### src/rtl/fb_rotate_arbiter.sv
// fb_rotate_arbiter: shares one single-port frame-buffer RAM between a buffered
// pixel-write stream and the rotated scan-out read stream. Reads win by default;
// after STARVE_MAX reads with writes pending, a write slot is forced.
// Optional statistics counters are enabled with the FB_ARB_STATS_EN macro.
module fb_rotate_arbiter #(
    parameter int unsigned AW         = 17,
    parameter int unsigned DW         = 8,
    parameter int unsigned FIFO_DEPTH = 8,
    parameter int unsigned STARVE_MAX = 4
) (
    input  logic          clk_sys,
    input  logic          reset,
    input  logic          wr_valid,
    input  logic [AW-1:0] wr_addr,
    input  logic [DW-1:0] wr_data,
    output logic          wr_ready,
    output logic          wr_drop,
    input  logic          rd_req,
    input  logic [AW-1:0] rd_addr,
    output logic          rd_ready,
    output logic          rd_valid,
    output logic [DW-1:0] rd_data,
    output logic [AW-1:0] ram_addr,
    output logic          ram_we,
    output logic [DW-1:0] ram_din,
    input  logic [DW-1:0] ram_dout
`ifdef FB_ARB_STATS_EN
    ,
    output logic [15:0]   stat_force,
    output logic [15:0]   stat_drop
`endif
);

    localparam int unsigned PW = $clog2(FIFO_DEPTH);
    localparam int unsigned CW = $clog2(FIFO_DEPTH + 1);
    localparam int unsigned SW = (STARVE_MAX > 0) ? $clog2(STARVE_MAX + 1) : 1;

    typedef enum logic [1:0] {
        GNT_IDLE  = 2'd0,
        GNT_READ  = 2'd1,
        GNT_WRITE = 2'd2
    } grant_t;

    logic [AW-1:0] fifo_addr [FIFO_DEPTH];
    logic [DW-1:0] fifo_data [FIFO_DEPTH];
    logic [PW-1:0] head;
    logic [PW-1:0] tail;
    logic [CW-1:0] count;
    logic [SW-1:0] starve_cnt;
    logic [1:0]    rd_pipe;

    logic   empty;
    logic   full;
    logic   force_wr;
    logic   push;
    logic   pop;
    grant_t grant;

    // Grant selection and FIFO handshake, decided from the current state
    always_comb begin
        empty    = (count == '0);
        full     = (count == CW'(FIFO_DEPTH));
        force_wr = !empty && (starve_cnt == SW'(STARVE_MAX));
        grant    = GNT_IDLE;
        if (force_wr) begin
            grant = GNT_WRITE;
        end else if (rd_req) begin
            grant = GNT_READ;
        end else if (!empty) begin
            grant = GNT_WRITE;
        end
        push     = wr_valid && !full;
        pop      = (grant == GNT_WRITE);
        wr_ready = !full;
        rd_ready = !force_wr;
    end

    // FIFO storage; contents are don't-care until pushed
    always_ff @(posedge clk_sys) begin
        if (push) begin
            fifo_addr[tail] <= wr_addr;
            fifo_data[tail] <= wr_data;
        end
    end

    // FIFO pointers, starvation guard, RAM port and read-return pipeline
    always_ff @(posedge clk_sys or posedge reset) begin
        if (reset) begin
            head       <= '0;
            tail       <= '0;
            count      <= '0;
            starve_cnt <= '0;
            ram_addr   <= '0;
            ram_we     <= 1'b0;
            ram_din    <= '0;
            rd_pipe    <= '0;
            rd_valid   <= 1'b0;
            rd_data    <= '0;
            wr_drop    <= 1'b0;
        end else begin
            if (push) tail <= tail + PW'(1);
            if (pop)  head <= head + PW'(1);
            if (push && !pop) begin
                count <= count + CW'(1);
            end else if (!push && pop) begin
                count <= count - CW'(1);
            end

            if (pop || empty) begin
                starve_cnt <= '0;
            end else if ((grant == GNT_READ) && (starve_cnt != SW'(STARVE_MAX))) begin
                starve_cnt <= starve_cnt + SW'(1);
            end

            case (grant)
                GNT_WRITE: begin
                    ram_we   <= 1'b1;
                    ram_addr <= fifo_addr[head];
                    ram_din  <= fifo_data[head];
                end
                GNT_READ: begin
                    ram_we   <= 1'b0;
                    ram_addr <= rd_addr;
                end
                default: ram_we <= 1'b0;
            endcase

            // Stage 0: address issued; stage 1: RAM sampled; then data captured
            rd_pipe  <= {rd_pipe[0], (grant == GNT_READ)};
            rd_valid <= rd_pipe[1];
            if (rd_pipe[1]) rd_data <= ram_dout;

            if (wr_valid && full) wr_drop <= 1'b1;
        end
    end

`ifdef FB_ARB_STATS_EN
    // Saturating counts of forced write slots and discarded writes
    always_ff @(posedge clk_sys or posedge reset) begin
        if (reset) begin
            stat_force <= '0;
            stat_drop  <= '0;
        end else begin
            if (force_wr && (stat_force != 16'hFFFF)) stat_force <= stat_force + 16'(1);
            if (wr_valid && full && (stat_drop != 16'hFFFF)) stat_drop <= stat_drop + 16'(1);
        end
    end
`endif

endmodule

### config.mk
export PLATFORM = sky130hd
export DESIGN_NAME = fb_rotate_arbiter
export DESIGN_NICKNAME = d
export VERILOG_FILES = /design/src/rtl/fb_rotate_arbiter.sv
export SDC_FILE = /design/constraint.sdc
export NUM_CORES = 1
export LEC_CHECK = 0
export CORE_ASPECT_RATIO = 0.5
export CORE_MARGIN = 10
export CORE_UTILIZATION = 57
export CTS_CLUSTER_SIZE = 30
export DETAILED_ROUTE_END_ITERATION = 6
export PLACE_DENSITY = 0.86
export SLEW_MARGIN = 20
export SYNTH_ARGS = -nofsm -noshare
export SYNTH_HDL_FRONTEND = slang
export SYNTH_SLANG_ARGS = --single-unit
### constraint.sdc
create_clock -name clk_sys -period 9.1 [get_ports clk_sys]
set_input_delay 1.365 -clock clk_sys [delete_from_list [all_inputs] [get_ports clk_sys]]
set_output_delay 1.365 -clock clk_sys [all_outputs]
set_load 0.05 [all_outputs]
==> results.toml <==
[synthesis]
synthTopCellsByArea = "edfxtp_1, dfrtp_1, mux2i_1"
synth_edf_count = 200
yosysTopAreaCellShare = 0.608
postSynthCellCount = 605
syn-num-nets = 669
ys_types = 45
yosys_warnings = 0
synth-seq-area-share = 0.737
synthArstFlopShare = 0.203
synth_top_cell_by_area = "edfxtp_1"
netlist_top_cells_count = "edfxtp_1, mux2i_1, dfrtp_1"
syn_area_per_cell_um2 = 16.3
synth_xor_area_frac = 0.00532
synth.ff_latch_count = 251
synth_top_family_by_area = "multiplexers"
muxShareOfSynthArea = 0.114
synth_compound_area_frac = 0.0647
yosys.area_share.simple = 0.0409
yosysMostFrequentCell = "edfxtp_1"
synth_flop_cell = "edfxtp_1"
synth_area_um2 = 9880
synth-adder-area-share = 0.0134

[sta]
report.final.slew_viol_count = 0
fmax_mhz = 238
setup_violations = 0
period_share = 0.462
finalSetupTns_ps = 0
skew_ps = 15.3
worst_pin_slew_ps = 1120
relSlewSlack = 0.255
hold_violations = 0
rsz0062_at_grt = "false"
fin_crit_ps = 4200

[global_routing]
grt_pass1_wl_um = 32500
grt_pass1_vias = 5620
grt_max_degree = 52
grt_use_met2 = 0.297
use_met1 = 0.237
gr-usage-all-layers = 0.178
grt-ovfl-total = 0
gr-usage-met3 = 0.0353
top_usage_layer = "met2"
antenna_found_initial = 0

[clock_network]
cts-htree-levels = 1
ctsResizeCount = 0
tritoncts = "done"
clk_latency_ps = 510
cts-hold-fix-buffers = 0
clk_pin_slew_worst_paths_ps = 70
clock_sinks = 251
postCtsSetupRepairBufs = 0
cts_root_buf = "clkbuf_16"
numCtsBuffers = 21
clk_path_buf_depth = 3

[worst_setup_path]
reg2reg_slack_ps = 5150
cp-end-kind = "output pin"
r2r-start = "count[0]"
cp_max_fo = 5
critPathKind = "flip-flop to output pin"
cp.required_ps = 7740
reg2reg_to = "count[3]"
arrival_ps = 2840
cp-start-kind = "flip-flop"
ff2ff_path_depth = 12

[final_layout]
layout.nets = 758
drive_gt1_frac = 0.0945
num_antenna_cells = 0
syn2layout_area_growth_pct = 18.5
fin_util = 0.702
instances_no_fill = 936

[floorplan]
start_util = 0.593
die_w_um = 206
core-area_um2 = 16700
die-area_um2 = 23300
io-pin-count = 92
rows = 33
die_h_um = 113

[detailed_routing]
drtPass1Iterations = 7
drt-initial-drc-count = 496
wl_um = 21100
routedWlPerCell_um = 22.6
viasPerCell = 5.92
ant_nets = 0
vias = 5542
drcViolationCount = 0

[hold_path]
min-delay-path-class = "flip-flop to flip-flop"
min_from = "rd_pipe[0]"
holdPathEnd = "rd_pipe[1]"
holdPathStages = 0

[power_and_ir_drop]
report.power.total_mw = 3.94
ir_drop_mv = 0.193
leakagePower_nw = 4.28
power.density_nw_per_um2 = 336

[place]
dp_hpwl_um = 12500
finalWeightedCongestion = 0.748
io_buffers = 91
place_inst = 898

[outcome]
status = "finished clean"

[flow_run]
maxCapViolations = 0
[stage by stage]
stage                     setup slack [ps]  cell area (µm²)  hold WS, ps
after CTS                             4960            11700          351
after global routing                  4830            11700          352
final                                 4900            11700          349
after global placement                4630            11000          332
after floorplan                       5340             9880          331
after detailed placement              4500            11000          336
[per-layer routing]
layer / up-vias / share of wire
met5: - / 0
met4: 0 / 0.017
met3: 36 / 0.078
met2: 249 / 0.49
met1: 2753 / 0.42
li1: 2504 / -
[cell type report]
| cell class | count | area, µm² |
|---|---|---|
| well taps | 227 | 284 |
| clock inverters | 15 | 188 |
| inverters | 18 | 70.1 |
| repair buffers | 96 | 948 |
| flip-flops and latches | 251 | 7290 |
| clock buffers | 23 | 533 |
| multi-input cells | 306 | 2410 |
| fillers | 995 | 4960 |
[worst max-delay path by stage]
stage | from | endpoint | slack (ps)
after CTS | count[0] | rd_ready | 4960
after global routing | rd_req | count[3] | 4830
after detailed placement | rd_req | count[3] | 4500
after floorplan | wr_valid | fifo_addr[1][0] | 5340
final | count[0] | rd_ready | 4900
after global placement | rd_req | count[3] | 4630
[layout by cell type, fill, tap and decap left out, drive strengths merged, types with 2 or more instances in the layout]
cell / instances
and2: 2
xnor2: 5
mux2i: 101
mux2: 10
nand2b: 5
edfxtp: 200
bufinv: 4
nor4: 2
a21oi: 11
nor3: 5
a21o: 2
ha: 9
or2: 2
a2111oi: 2
o22ai: 27
nand3: 16
o21ai: 9
nor2b: 5
inv: 18
nor2: 20
clkdlybuf4s50: 91
clkbuf: 23
dfrtp: 51
clkinv: 8
clkinvlp: 3
a22oi: 39
buf: 5
nand2: 26
[power breakdown]
| part | internal [mW] | switching, mW |
|---|---|---|
| registers | 1.48 | 0.190 |
| clock network | 0.541 | 0.398 |
| logic | 0.498 | 0.827 |
| total | 2.52 | 1.42 |
[state kept, by name (all words and copies together), names as in the netlist]
| signal | flops |
|---|---|
| count | 4 |
| fifo_addr | 136 |
| fifo_data | 64 |
| head | 3 |
| ram_addr | 17 |
| ram_din | 8 |
| ram_we | 1 |
| rd_data | 8 |
| rd_pipe | 2 |
| rd_valid | 1 |
| starve_cnt | 3 |
| tail | 3 |
| wr_drop | 1 |
[kinds of logic (layout without fill, tap and decap cells)]
family | Yosys count | in the layout
compound gates | 95 | 95
xor+xnor | 6 | 6
fa+ha+maj | 10 | 10
buf+inv | 48 | 152
flops | 251 | 251
mux | 111 | 111
simple gates | 84 | 84
[critical path: stages (launching register included)]
cell	delay, ps
dfrtp_1	460
nor4_1	820
or2_2	250
clkdlybuf4s50_1	810
(Power assumes the default switching activity.)
